===== config.mk =====
export PLATFORM = sky130hd
export DESIGN_NAME = mem_access_ctrl_flat
export DESIGN_NICKNAME = d
export VERILOG_FILES = /design/src/rtl/mem_access_ctrl_if.sv /design/src/rtl/mem_access_ctrl.sv /design/src/flat_wrapper.sv
export SDC_FILE = /design/constraint.sdc
export NUM_CORES = 1
export LEC_CHECK = 0
export CORE_ASPECT_RATIO = 1.4
export CORE_MARGIN = 4
export CORE_UTILIZATION = 38
export CTS_CLUSTER_DIAMETER = 200
export DETAILED_ROUTE_END_ITERATION = 7
export PLACE_DENSITY = 0.79
export SLEW_MARGIN = 20
export SYNTH_ARGS = -nofsm -noshare
export SYNTH_HDL_FRONTEND = slang
export SYNTH_SLANG_ARGS = --single-unit

===== constraint.sdc =====
create_clock -name clk -period 1.8 [get_ports clk]
set_clock_uncertainty 0.05 [all_clocks]
set_input_delay 0.18 -clock clk [delete_from_list [all_inputs] [get_ports clk]]
set_output_delay 0.18 -clock clk [all_outputs]
set_load 0.05 [all_outputs]

===== src/rtl/mem_access_ctrl_if.sv =====
// Bus bundle between the MEM-stage access controller, the pipeline registers and the external SRAM.
// The controller uses the slave modport; the pipeline/SRAM side uses the master modport.
interface mem_access_ctrl_if #(
   parameter int ADDR_W = 18
);
   logic              memread_in;
   logic              memwrite_in;
   logic [15:0]       addr_in;
   logic [15:0]       wdata_in;
   logic [15:0]       ram_din;
   logic [ADDR_W-1:0] ram_addr;
   logic [15:0]       ram_dout;
   logic              ram_data_oe;
   logic              ram_ce_n;
   logic              ram_oe_n;
   logic              ram_we_n;
   logic              stall;
   logic [15:0]       memdata_out;
   logic              done;

   modport slave (
      input  memread_in, memwrite_in, addr_in, wdata_in, ram_din,
      output ram_addr, ram_dout, ram_data_oe, ram_ce_n, ram_oe_n, ram_we_n,
      output stall, memdata_out, done
   );

   modport master (
      output memread_in, memwrite_in, addr_in, wdata_in, ram_din,
      input  ram_addr, ram_dout, ram_data_oe, ram_ce_n, ram_oe_n, ram_we_n,
      input  stall, memdata_out, done
   );
endinterface


===== src/rtl/mem_access_ctrl.sv =====
// MEM-stage SRAM access controller: turns a one-cycle load/store request into a
// SETUP / STROBE / FINISH SRAM cycle, stalling the pipeline until the data is in.
module mem_access_ctrl #(
   parameter int WAIT_CYCLES = 1,
   parameter int ADDR_W      = 18
) (
   input  logic              clk,
   input  logic              rst,
   mem_access_ctrl_if.slave  bus
);
   localparam int WAIT_EFF = (WAIT_CYCLES < 1) ? 1 : WAIT_CYCLES;
   localparam int CNT_W    = (WAIT_EFF > 1) ? $clog2(WAIT_EFF) : 1;
   localparam logic [CNT_W-1:0] CNT_LOAD = CNT_W'(WAIT_EFF - 1);

   typedef enum logic [1:0] {IDLE, SETUP, STROBE, FINISH} state_e;

   state_e           state_q, state_d;
   logic [CNT_W-1:0] cnt_q, cnt_d;
   logic [15:0]      addr_q, addr_d;
   logic [15:0]      dout_q, dout_d;
   logic [15:0]      rdata_q, rdata_d;
   logic             is_wr_q, is_wr_d;
   logic             ce_n_q, ce_n_d;
   logic             oe_n_q, oe_n_d;
   logic             we_n_q, we_n_d;
   logic             data_oe_q, data_oe_d;
   logic             done_q, done_d;
   logic             req;
   logic             stall_c;

   assign req = bus.memread_in | bus.memwrite_in;

   always_comb begin
      state_d = state_q;
      cnt_d   = cnt_q;
      addr_d  = addr_q;
      dout_d  = dout_q;
      rdata_d = rdata_q;
      is_wr_d = is_wr_q;
      stall_c = 1'b0;
      case (state_q)
         IDLE: begin
            stall_c = req;
            if (req) begin
               addr_d  = bus.addr_in;
               // Store wins when both request lines are raised together.
               is_wr_d = bus.memwrite_in;
               if (bus.memwrite_in) dout_d = bus.wdata_in;
               state_d = SETUP;
            end
         end
         SETUP: begin
            stall_c = 1'b1;
            cnt_d   = CNT_LOAD;
            state_d = STROBE;
         end
         STROBE: begin
            stall_c = 1'b1;
            if (cnt_q != '0) begin
               cnt_d = cnt_q - CNT_W'(1);
            end else begin
               state_d = FINISH;
               if (!is_wr_q) rdata_d = bus.ram_din;
            end
         end
         FINISH: begin
            // The request still visible here belongs to the departing instruction.
            state_d = IDLE;
         end
         default: state_d = IDLE;
      endcase

      // Strobes are decoded from the next state and registered so the pins never glitch.
      ce_n_d    = (state_d == IDLE);
      oe_n_d    = !((state_d == STROBE) && !is_wr_d);
      we_n_d    = !((state_d == STROBE) && is_wr_d);
      data_oe_d = is_wr_d && (state_d != IDLE);
      done_d    = (state_d == FINISH);
   end

   always_ff @(posedge clk) begin
      if (rst) begin
         state_q   <= IDLE;
         cnt_q     <= '0;
         addr_q    <= '0;
         dout_q    <= '0;
         rdata_q   <= '0;
         is_wr_q   <= 1'b0;
         ce_n_q    <= 1'b1;
         oe_n_q    <= 1'b1;
         we_n_q    <= 1'b1;
         data_oe_q <= 1'b0;
         done_q    <= 1'b0;
      end else begin
         state_q   <= state_d;
         cnt_q     <= cnt_d;
         addr_q    <= addr_d;
         dout_q    <= dout_d;
         rdata_q   <= rdata_d;
         is_wr_q   <= is_wr_d;
         ce_n_q    <= ce_n_d;
         oe_n_q    <= oe_n_d;
         we_n_q    <= we_n_d;
         data_oe_q <= data_oe_d;
         done_q    <= done_d;
      end
   end

   generate
      if (ADDR_W > 16) begin : g_addr_zext
         assign bus.ram_addr = {{(ADDR_W-16){1'b0}}, addr_q};
      end else begin : g_addr_trunc
         assign bus.ram_addr = addr_q[ADDR_W-1:0];
      end
   endgenerate

   assign bus.ram_dout    = dout_q;
   assign bus.ram_data_oe = data_oe_q;
   assign bus.ram_ce_n    = ce_n_q;
   assign bus.ram_oe_n    = oe_n_q;
   assign bus.ram_we_n    = we_n_q;
   assign bus.stall       = stall_c;
   assign bus.memdata_out = rdata_q;
   assign bus.done        = done_q;
endmodule

===== src/flat_wrapper.sv =====
// flat-port wrapper written by rule: the top's interface ports become plain ports
module mem_access_ctrl_flat 
#(
   parameter int WAIT_CYCLES = 1,
   parameter int ADDR_W      = 18
)
  (clk, rst, bus_memread_in, bus_memwrite_in, bus_addr_in, bus_wdata_in, bus_ram_din, bus_ram_addr, bus_ram_dout, bus_ram_data_oe, bus_ram_ce_n, bus_ram_oe_n, bus_ram_we_n, bus_stall, bus_memdata_out, bus_done);
  mem_access_ctrl_if #(.ADDR_W(ADDR_W)) bus_i ();
  input  logic clk;
  input  logic rst;
  input wire logic [$bits(bus_i.memread_in)-1:0] bus_memread_in;
  input wire logic [$bits(bus_i.memwrite_in)-1:0] bus_memwrite_in;
  input wire logic [$bits(bus_i.addr_in)-1:0] bus_addr_in;
  input wire logic [$bits(bus_i.wdata_in)-1:0] bus_wdata_in;
  input wire logic [$bits(bus_i.ram_din)-1:0] bus_ram_din;
  output wire logic [$bits(bus_i.ram_addr)-1:0] bus_ram_addr;
  output wire logic [$bits(bus_i.ram_dout)-1:0] bus_ram_dout;
  output wire logic [$bits(bus_i.ram_data_oe)-1:0] bus_ram_data_oe;
  output wire logic [$bits(bus_i.ram_ce_n)-1:0] bus_ram_ce_n;
  output wire logic [$bits(bus_i.ram_oe_n)-1:0] bus_ram_oe_n;
  output wire logic [$bits(bus_i.ram_we_n)-1:0] bus_ram_we_n;
  output wire logic [$bits(bus_i.stall)-1:0] bus_stall;
  output wire logic [$bits(bus_i.memdata_out)-1:0] bus_memdata_out;
  output wire logic [$bits(bus_i.done)-1:0] bus_done;
  assign bus_i.memread_in = bus_memread_in;
  assign bus_i.memwrite_in = bus_memwrite_in;
  assign bus_i.addr_in = bus_addr_in;
  assign bus_i.wdata_in = bus_wdata_in;
  assign bus_i.ram_din = bus_ram_din;
  assign bus_ram_addr = bus_i.ram_addr;
  assign bus_ram_dout = bus_i.ram_dout;
  assign bus_ram_data_oe = bus_i.ram_data_oe;
  assign bus_ram_ce_n = bus_i.ram_ce_n;
  assign bus_ram_oe_n = bus_i.ram_oe_n;
  assign bus_ram_we_n = bus_i.ram_we_n;
  assign bus_stall = bus_i.stall;
  assign bus_memdata_out = bus_i.memdata_out;
  assign bus_done = bus_i.done;
  mem_access_ctrl #(.WAIT_CYCLES(WAIT_CYCLES), .ADDR_W(ADDR_W)) u_core (.clk(clk), .rst(rst), .bus(bus_i));
endmodule

# ---- Word level (Yosys, flattened, before mapping)
# Index checks and enable logic that the tools add are counted.
dict set report word_totals {
  ff_bits 57
  output_inout_bits 56
  in_bits 52
  wordCells 42
}
dict set report op_classes {
  n_bitwise 3
  n_eq_ne 5
  reduce_logical 14
  mux 8
  addsub 1
}
# op n
set ops {}
lappend ops {{$eq 2x2->1 const B} 4}
lappend ops {{$pmux 2 s4} 1}
lappend ops {{$reduce_and 3->1} 2}
lappend ops {{$logic_not 2->1} 2}
lappend ops {{$mux 2} 2}
lappend ops {{$pmux 1 s2} 2}
lappend ops {{$reduce_bool 2->1} 2}
lappend ops {{$logic_and 1x1->1} 3}
lappend ops {{$logic_not 1->1} 3}
lappend ops {{$mux 1} 3}
lappend ops {{$eq 2x1->1 const B} 1}
lappend ops {{$not 1->1} 2}
lappend ops {{$reduce_and 2->1} 1}
lappend ops {{$reduce_or 2->1} 1}
lappend ops {{$or 1x1->1} 1}
lappend ops {{$sub 1x1->1 const B} 1}

# ---- Logic depth before layout (Yosys ltp)
# Gate-level depths: netlist (run 1).
dict set report depth {
  depth_word 6
  depth_mapped 7
  mapped_depth_nobuf 5
}

# ---- Least setup slack after synthesis (run 1)
# No wires, ideal clock.
dict set report synth_path {
  path_kind {reg2out}
  startpoint {register u_core.state_q[0]}
  endpoint {output port bus_stall}
  stages_incl_launch_ff 8
  n_path_buf 2
  t_arrival_ps 1769
  required_ps 1570
  path_slack_ps -199
  cell_sequence {dfxtp_1 inv_1 ha_1 o21a_1 buf_2 buf_2 nor2_1 nor2_1}
}
dict set report synth_between {
  elab_chain_cells 3
  word_cells_on_any_way 5
  classes_between {eq/ne: 2; mux: 1; reduce/logical: 2}
}
# element line
set synth_rtl {}
lappend synth_rtl {{start, declared} mem_access_ctrl.sv:17} ;# state_e state_q, state_d;
lappend synth_rtl {{start signal, assigned} mem_access_ctrl.sv:95} ;# state_q <= state_d;
lappend synth_rtl {{$eq 2x1->1 / $eq 2x2->1 (equally long branches)} mem_access_ctrl.sv:41} ;# case (state_q)
lappend synth_rtl {{$reduce_or 2->1 (no line)} --}
lappend synth_rtl {{$pmux 1 s2 *} mem_access_ctrl.sv:41}
lappend synth_rtl {{end, declared} flat_wrapper.sv:22} ;# output wire logic [$bits(bus_i.stall)-1:0] bus_stall;
# Every way passes the cells marked *; elsewhere a longest branch is shown, timed or not.

# ---- Final worst setup path (run 1)
dict set report layout_path {
  startpoint {register u_core.dout_q[0] (netlist: u_core.bus.ram_dout[0])}
  endpoint {output port bus_ram_dout[0]}
}
# element line
set layout_lines {}
lappend layout_lines {{start, declared} mem_access_ctrl.sv:20} ;# logic [15:0] dout_q, dout_d;
lappend layout_lines {{start signal, assigned} mem_access_ctrl.sv:98} ;# dout_q <= dout_d;
lappend layout_lines {{end, declared} flat_wrapper.sv:17} ;# output wire logic [$bits(bus_i.ram_dout)-1:0] bus_ram_dout;
# No word-level cell between the ends.

==> impl_metrics.ini, run 1 <==
[synth]
synth-edff-count = 0
synth_warnings = 0
seq_area_frac_synth_pct = 56.2
synth_area_leaders = dfxtp_1 (56%), nand2_1 (18%), a21oi_1 (12%)
yosysMostFrequentCell = nand2_1
synthesis.area_sq_um = 2000
synth-seq-cells = 56
synth_top_family_by_area = simple AND/OR/NAND/NOR gates
syn_inst = 246
synth.top_cell.area_share_pct = 56.2
synth-simple-area-share_pct = 22.4
yosysTopAreaCell = dfxtp_1
synth_area_per_cell_sq_um = 8.11
synthAdderAreaFrac_pct = 2.51
synth.distinct_cells = 22
synthArstFlopShare_pct = 0
muxShareOfSynthArea_pct = 0
synthFlopType = dfxtp_1
synth_compound_area_share_pct = 13.5
yosys-top-cells-count = nand2_1 (98), dfxtp_1 (56), a21oi_1 (48)
synth_xor_area_share_pct = 0

[timing]
hold_viol = 0
post-route-period-util_pct = 93.6
slew_violations = 0
finalSetupViolations = 0
min_period_ns = 1.68
whs_ns = 0.169
worstMarginPinSlew_ns = 0.581
maxSlewHeadroom_pct = 61.1
setup_tns_ns = 0
max_freq_mhz = 594
rsz0062_at_grt = false

[placement]
place_congestion = 0.757
hpwl_microns = 3840
placed_cells = 406
port_buffers = 105

[cts]
clkLatencyLatePin_ns = 0.29
root_buffer = clkbuf_8
cts_resized = 1
cts_buffers = 5
cts_tree = built
hold_buffers = 0
clk_path_buf_depth = 2
htree_levels = 2
clkTransAtPathRegs_ns = 0.09
cts.sinks = 56
postCtsSetupBuffers = 0

[worst_setup_path]
critPathSlowestCell = clkdlybuf4s50_1
r2r-start = u_core.state_q[0]
critical_path.endpoint_type = primary output
cp_slowest_stage_delay_ns = 0.82
crit_path_start_kind = flip-flop
cp_max_fo = 2
r2r_slack_ns = 0.34
cp_num_buf_inv = 1
cp_cell_sequence = clkdlybuf4s50_1
cp_top_family = buffers and inverters
reg2reg_depth = 5
cp_data_required_time_ns = 1.57
path_class = reg -> out
cp-startpoint = u_core.bus.ram_dout[0]
worstReg2RegEnd = u_core.bus.memdata_out[4]
worstPathArrival_ns = 1.45

[global_routing]
grt_max_degree = 23
grt_pass1_wl_microns = 8330
grt_usage_pct = 15.7
grt_pass1_vias = 1882
antenna_found_initial = 0
overflow = 0

[detailed_routing]
routed_wl_microns = 5050
wire_per_inst_microns = 12.2
dr.pass1.iters = 5
drc_errors = 0
viasPerCell = 4.56
ant_nets = 0
dr_total_vias = 1887
drt_iter0_markers = 114

[pwr]
intPower_uw = 2750
swShare_pct = 43.9
pwr-share-clk_pct = 13.7
p_switching_uw = 2150
leakage_uw = 0.00120
power.density_nw_per_um2 = 1530
p_total_uw = 4890
peakVddDrop_uv = 754
pwr-share-comb_pct = 52.7
seqPwrFrac_pct = 33.5

[floorplan]
start_util_pct = 40.3
fp.dieH_microns = 93.7
core_sq_um = 4950
die_area_sq_um = 6490
ios = 108
die_w_microns = 69.2
fp-row-count = 30

[cells_and_area]
syn2layout_area_growth_pct = 60.4
final_cell_count_no_fill = 414
diodes = 0
layout-drive-gt1-share_pct = 5.71
post-route-util_pct = 64.6
num-nets-final = 405

[flow_run]
drv_cap = 0

[hold_path]
min_path_cells = 2
min_path_type = in -> reg
hold_start = rst
holdPathEnd = u_core.is_wr_q

[run_status]
run_status = finished clean
[final cells by class]
| cell class | instances | area, sq um |
|---|---|---|
| tap | 64 | 80.1 |
| inverter | 3 | 11.3 |
| fill | 462 | 1750 |
| sequential | 56 | 1120 |
| clock buffer | 8 | 90.1 |
| timing repair buffer | 113 | 1120 |
| multi-input combinational | 170 | 783 |
[power by group through the flow]
stage | Combinational, uW | Sequential (uW) | Clock (uW)
after floorplan | 838 | 2540 | 0
after global placement | 2580 | 1660 | 0
after detailed placement | 2610 | 1670 | 0
after CTS | 2610 | 1650 | 709
after global routing | 2770 | 1680 | 766
final | 2580 | 1640 | 672
[worst max path at each step]
stage	end	cells past startpoint
finish	bus_ram_dout[0]	1
global route	bus_stall	6
CTS	bus_stall	6
detailed placement	u_core.bus.memdata_out[4]	5
global placement	u_core.bus.memdata_out[1]	5
floorplan	bus_stall	7
[flip-flops by register name, indices dropped and copies added (netlist names)]
register and cells:
u_core.addr_q 16, u_core.bus.done 1, u_core.bus.memdata_out 16, u_core.bus.ram_ce_n 1, u_core.bus.ram_data_oe 1, u_core.bus.ram_dout 16
u_core.bus.ram_oe_n 1, u_core.bus.ram_we_n 1, u_core.is_wr_q 1, u_core.state_q 2
[logic make-up after synthesis]
kind of cell	after synthesis
other	1
buffers and inverters	21
DFF	56
AOI/OAI and AO/OA	52
adders and majority gates	4
and+or+nand+nor	112
[stage by stage]
stage / instance area, sq um / worst slack (ns)
finish: 3200 / 0.115
global route: 3200 / 0.0317
CTS: 3200 / 0.0705
detailed placement: 3110 / 0.00357
global placement: 3110 / 0.0981
floorplan: 2000 / 0.0235
[per-layer routing]
| metal | share of wire, % | GRT usage (%) |
|---|---|---|
| met1 | 42 | 16.6 |
| met2 | 50 | 28.8 |
| met3 | 7.7 | 5.89 |
| met4 | 1.1 | 4.72 |
| met5 | 0 | 0 |
[placed cells by master (no fill, tap or decap)]
cell type	netlist	layout
a21oi_2	1	1
o21ai_1	1	1
ha_2	0	1
ha_1	4	3
nor2_1	5	4
or3b_1	1	1
clkbuf_1	7	2
nor2b_2	0	1
nand2_1	98	98
nor3_1	1	1
dfxtp_1	56	56
inv_1	3	3
buf_4	4	8
nor4b_1	1	1
nor2_2	0	1
buf_12	0	1
o31a_1	1	1
buf_2	5	1
conb_1	1	2
nand2b_1	2	2
nand3b_1	1	1
clkdlybuf4s50_1	0	103
nor2b_1	2	1
and2_1	1	1
a21oi_1	48	48
clkbuf_8	0	6
o21a_1	1	1
Note: power is estimated with default switching activity, not from simulation.
==> run 2: changes to the inputs <==
- REMOVE_ABC_BUFFERS: default -> 1
==> impl_metrics.ini, run 2 (synthesis gave the netlist of run 1 again) <==
[cts]
cts_tree = built
clkLatencyLatePin_ns = 0.30
postCtsSetupBuffers = 0
clk_path_buf_depth = 2
cts.sinks = 56
hold_buffers = 0
clkTransAtPathRegs_ns = 0.09
root_buffer = clkbuf_8
cts_buffers = 5
htree_levels = 2

[cells_and_area]
num-nets-final = 403
diodes = 0
final_cell_mix = clkdlybuf4s50_1 (103), nand2_1 (98), dfxtp_1 (56), a21oi_1 (48), clkbuf_8 (7)
syn2layout_area_growth_pct = 62.0
multiInputGateArea_sq_um = 793
layout-drive-gt1-share_pct = 6.03
regArea_sq_um = 1120
final_common_cell = clkdlybuf4s50_1
fillers = 431
final_cell_count_no_fill = 412

[timing]
hold_viol = 0
post-route-period-util_pct = 94.9
finalSetupViolations = 0
rsz0062_at_grt = false
worstMarginPinSlew_ns = 0.597
min_period_ns = 1.71
slew_violations = 0
maxSlewHeadroom_pct = 60.0
whs_ns = 0.293
max_freq_mhz = 585

[worst_setup_path]
cp_slowest_stage_delay_ns = 0.84
cp_data_required_time_ns = 1.57
r2r_slack_ns = 0.28
cp_num_buf_inv = 1
crit_path_start_kind = flip-flop
path_class = reg -> out
worstPathArrival_ns = 1.48
cp_max_fo = 2
critical_path.endpoint_type = primary output
critPathSlowestCell = clkdlybuf4s50_1
cp_top_family = buffers and inverters
cp_cell_sequence = clkdlybuf4s50_1

[placement]
place_congestion = 0.774
port_buffers = 105
placed_cells = 404
hpwl_microns = 3990

[floorplan]
start_util_pct = 40.3
fp-row-count = 30
ios = 108
fp.dieH_microns = 93.7
core_sq_um = 4950
die_area_sq_um = 6490
die_w_microns = 69.2

[detailed_routing]
dr_wl_met2_microns = 2860
dr.pass1.iters = 4
ant_nets = 0
drc_errors = 0
wl_met3_microns = 322
viasPerCell = 4.61
wire_per_inst_microns = 13.0
met1_length_microns = 2000
top_layer = met4
drt_iter0_markers = 89
routed_wl_microns = 5340
dr_total_vias = 1901

[global_routing]
antenna_found_initial = 0
grt_usage_pct = 15.7
grt_pass1_wl_microns = 8200
grt_pass1_vias = 1741
grt_max_degree = 30
overflow = 0

[pwr]
power.density_nw_per_um2 = 1590
leakage_uw = 0.00121
peakVddDrop_uv = 1090

[flow_run]
drv_cap = 0

[hold_path]
min_path_type = in -> reg

[run_status]
run_status = finished clean
## run 2: final timing paths
| check | start | end | cells past startpoint |
|---|---|---|---|
| setup / recovery | u_core.bus.memdata_out[5] | bus_memdata_out[5] | 1 |
| hold / removal | rst | u_core.is_wr_q | 2 |
| setup reg to reg | u_core.state_q[0] | u_core.bus.memdata_out[6] | 5 |
| hold reg to reg | u_core.addr_q[6] | u_core.addr_q[6] | 2 |
## run 2: final cells by class
cell class	count	share of cell area, %
sequential	56	34.7
multi-input combinational	170	24.5
clock buffer	7	2.98
tap	64	2.48
timing repair buffer	111	34.1
clock inverter	1	0.929
inverter	3	0.348
## run 2: metal layers
| layer | GRT usage, % | vias to the layer above |
|---|---|---|
| met1 | 16.8 | 848 |
| li1 | - | 978 |
| met4 | 7.33 | 0 |
| met2 | 28.3 | 65 |
| met3 | 4.39 | 10 |
| met5 | 0 | - |
## run 2: timing repair
action / in CTS / in global routing
endpoints found under the setup margin: 17 / 1
endpoints found under the hold margin: 0 / 0
gates cloned: 0 / 0
gates resized for setup: 2 / 3
## run 2: through the flow
stage	power [uW]	TNS, ns	setup slack [ns]	instance area (sq um)	utilization (%)
finish	5140	0	0.0915	3230	65.3
global route	5420	0	0.0184	3230	65.3
CTS	5150	0	0.00355	3220	65.0
detailed placement	4250	-0.0355	-0.0158	3090	62.3
global placement	4220	0	0.0860	3090	62.3
floorplan	3260	-0.158	-0.158	1910	-
## run 2: where the power goes
group,leakage [uW],switching (uW),total (uW),internal (uW)
registers,0.000459,137,1650,1520
clock network,0.0000645,381,872,491
logic,0.000684,1680,2610,930
total,0.00121,2200,5140,2940
==> run 3: changes to the inputs <==
--- a/constraint.sdc
+++ b/constraint.sdc
@@ -3,3 +3,3 @@
 set_input_delay 0.18 -clock clk [delete_from_list [all_inputs] [get_ports clk]]
 set_output_delay 0.18 -clock clk [all_outputs]
-set_load 0.05 [all_outputs]
+set_load 0.01 [all_outputs]
==> impl_metrics.ini, run 3 (synthesis gave the netlist of run 1 again) <==
[timing]
worstMarginPinSlew_ns = 0.606
hold_viol = 0
finalSetupViolations = 0
slew_violations = 0
post-route-period-util_pct = 93.7
whs_ns = 0.334
maxSlewHeadroom_pct = 59.4
max_freq_mhz = 593
rsz0062_at_grt = false
min_period_ns = 1.69
setup_tns_ns = 0

[cts]
htree_levels = 2
root_buffer = clkbuf_8
clkTransAtPathRegs_ns = 0.09
clk_path_buf_depth = 2
hold_buffers = 0
cts.sinks = 56
cts_tree = built
clkLatencyLatePin_ns = 0.30
cts_buffers = 5

[global_routing]
antenna_found_initial = 0
grt_pass1_wl_microns = 8240
grt_max_degree = 36
overflow = 0
grt_usage_pct = 15.7
grt_pass1_vias = 1767

[hold_path]
holdPathEnd = u_core.is_wr_q
min_path_type = in -> reg
min_path_cells = 2
hold_start = rst

[placement]
port_buffers = 105
hpwl_microns = 3910
placed_cells = 408
place_congestion = 0.753

[run_status]
run_status = finished clean

[worst_setup_path]
worstReg2RegEnd = u_core.bus.memdata_out[7]
cp_num_buf_inv = 2
r2r-start = u_core.state_q[0]
cp_data_required_time_ns = 1.57
critical_path.endpoint_type = primary output
cp_top_family = flip-flops
cp_cell_sequence = inv_1, ha_1, o21a_1, nor2_1, nor2_1, dlygate4sd2_1
reg2reg_depth = 5
cp_slowest_stage_delay_ns = 0.35
worstPathArrival_ns = 1.46
path_class = reg -> out
crit_path_start_kind = flip-flop
cp_common_cell = nor2_1
critPathSlowestCell = dfxtp_2
r2r_slack_ns = 0.30
cp_max_fo = 3

[pwr]
power.density_nw_per_um2 = 1310
leakage_uw = 0.00123
peakVddDrop_uv = 771
pwr-share-clk_pct = 20.4
p_switching_uw = 1350
seqPwrFrac_pct = 38.9
pwr-share-comb_pct = 40.6
p_total_uw = 4240
swShare_pct = 31.8
intPower_uw = 2890

[cells_and_area]
diodes = 0
final_cell_mix = clkdlybuf4s50_1 (103), nand2_1 (98), dfxtp_1 (54), a21oi_1 (48), buf_4 (11)
layout-drive-gt1-share_pct = 6.80
num-nets-final = 408
final_common_cell = clkdlybuf4s50_1
post-route-util_pct = 65.5
final_cell_count_no_fill = 417
syn2layout_area_growth_pct = 62.7

[detailed_routing]
wire_per_inst_microns = 12.4
routed_wl_microns = 5170
wl_met3_microns = 320
met1_length_microns = 2010
dr_total_vias = 1903
viasPerCell = 4.56
drt_iter0_markers = 135
ant_nets = 0
dr.pass1.iters = 4
dr_wl_met2_microns = 2730
drc_errors = 0
top_layer = met4

[floorplan]
core_sq_um = 4950
fp-row-count = 30
die_w_microns = 69.2
ios = 108
start_util_pct = 40.3
fp.dieH_microns = 93.7
die_area_sq_um = 6490

[flow_run]
drv_cap = 0
==> run 3: cell type report <==
cell class / count / area, sq um
Tap cell: 64 / 80.1
Inverter: 3 / 11.3
Sequential cell: 56 / 1120
Multi-Input combinational cell: 170 / 778
Fill cell: 445 / 1710
Clock inverter: 1 / 30.0
Timing Repair Buffer: 116 / 1130
Clock buffer: 7 / 96.3
==> run 3: power by group through the flow <==
stage               Clock [uW]  Combinational, uW  Sequential (uW)
finish                     866               1720             1650
global route               954               1900             1680
CTS                        904               1740             1650
detailed placement           0               1750             1680
global placement             0               1710             1670
floorplan                    0                649             1790
==> run 3: per-layer routing <==
| metal | GRT usage, % | up-vias |
|---|---|---|
| met4 | 6.68 | 0 |
| met1 | 17.7 | 842 |
| li1 | - | 989 |
| met5 | 0 | - |
| met3 | 4.60 | 7 |
| met2 | 27.6 | 65 |
==> run 3: worst max-delay path by stage <==
stage	depth (start not counted)	from	slack, ns	endpoint
3_5_place_dp	5	u_core.state_q[0]	-0.05	u_core.bus.memdata_out[7]
6_report	6	u_core.state_q[0]	0.11	bus_stall
5_1_grt	6	u_core.state_q[0]	0.009	bus_stall
2_1_floorplan	5	u_core.state_q[0]	0.18	u_core.bus.ram_we_n
3_3_place_gp	5	u_core.state_q[0]	0.07	u_core.bus.memdata_out[5]
4_1_cts	5	u_core.state_q[0]	0.01	bus_stall
==> run 3: timing repair <==
action	4_1_cts	5_1_grt
setup buffers	0	1
pin swaps	0	0
gates resized for setup	2	2
setup endpoints to repair	17	1
==> run 3: worst reg2reg max path, cell delays in order, from the launching register on <==
cell and delay, ns:
dfxtp_2 0.34, inv_1 0.08, ha_1 0.16, nor2b_2 0.53, nand2_1 0.13, a21oi_1 0.14
==> run 3: metrics by stage <==
stage                     setup WS [ns]  area (sq um)
final                             0.114          3250
after global routing            0.00915          3250
after CTS                        0.0120          3240
after detailed placement        -0.0521          3110
after global placement           0.0696          3110
after floorplan                   0.175          1910
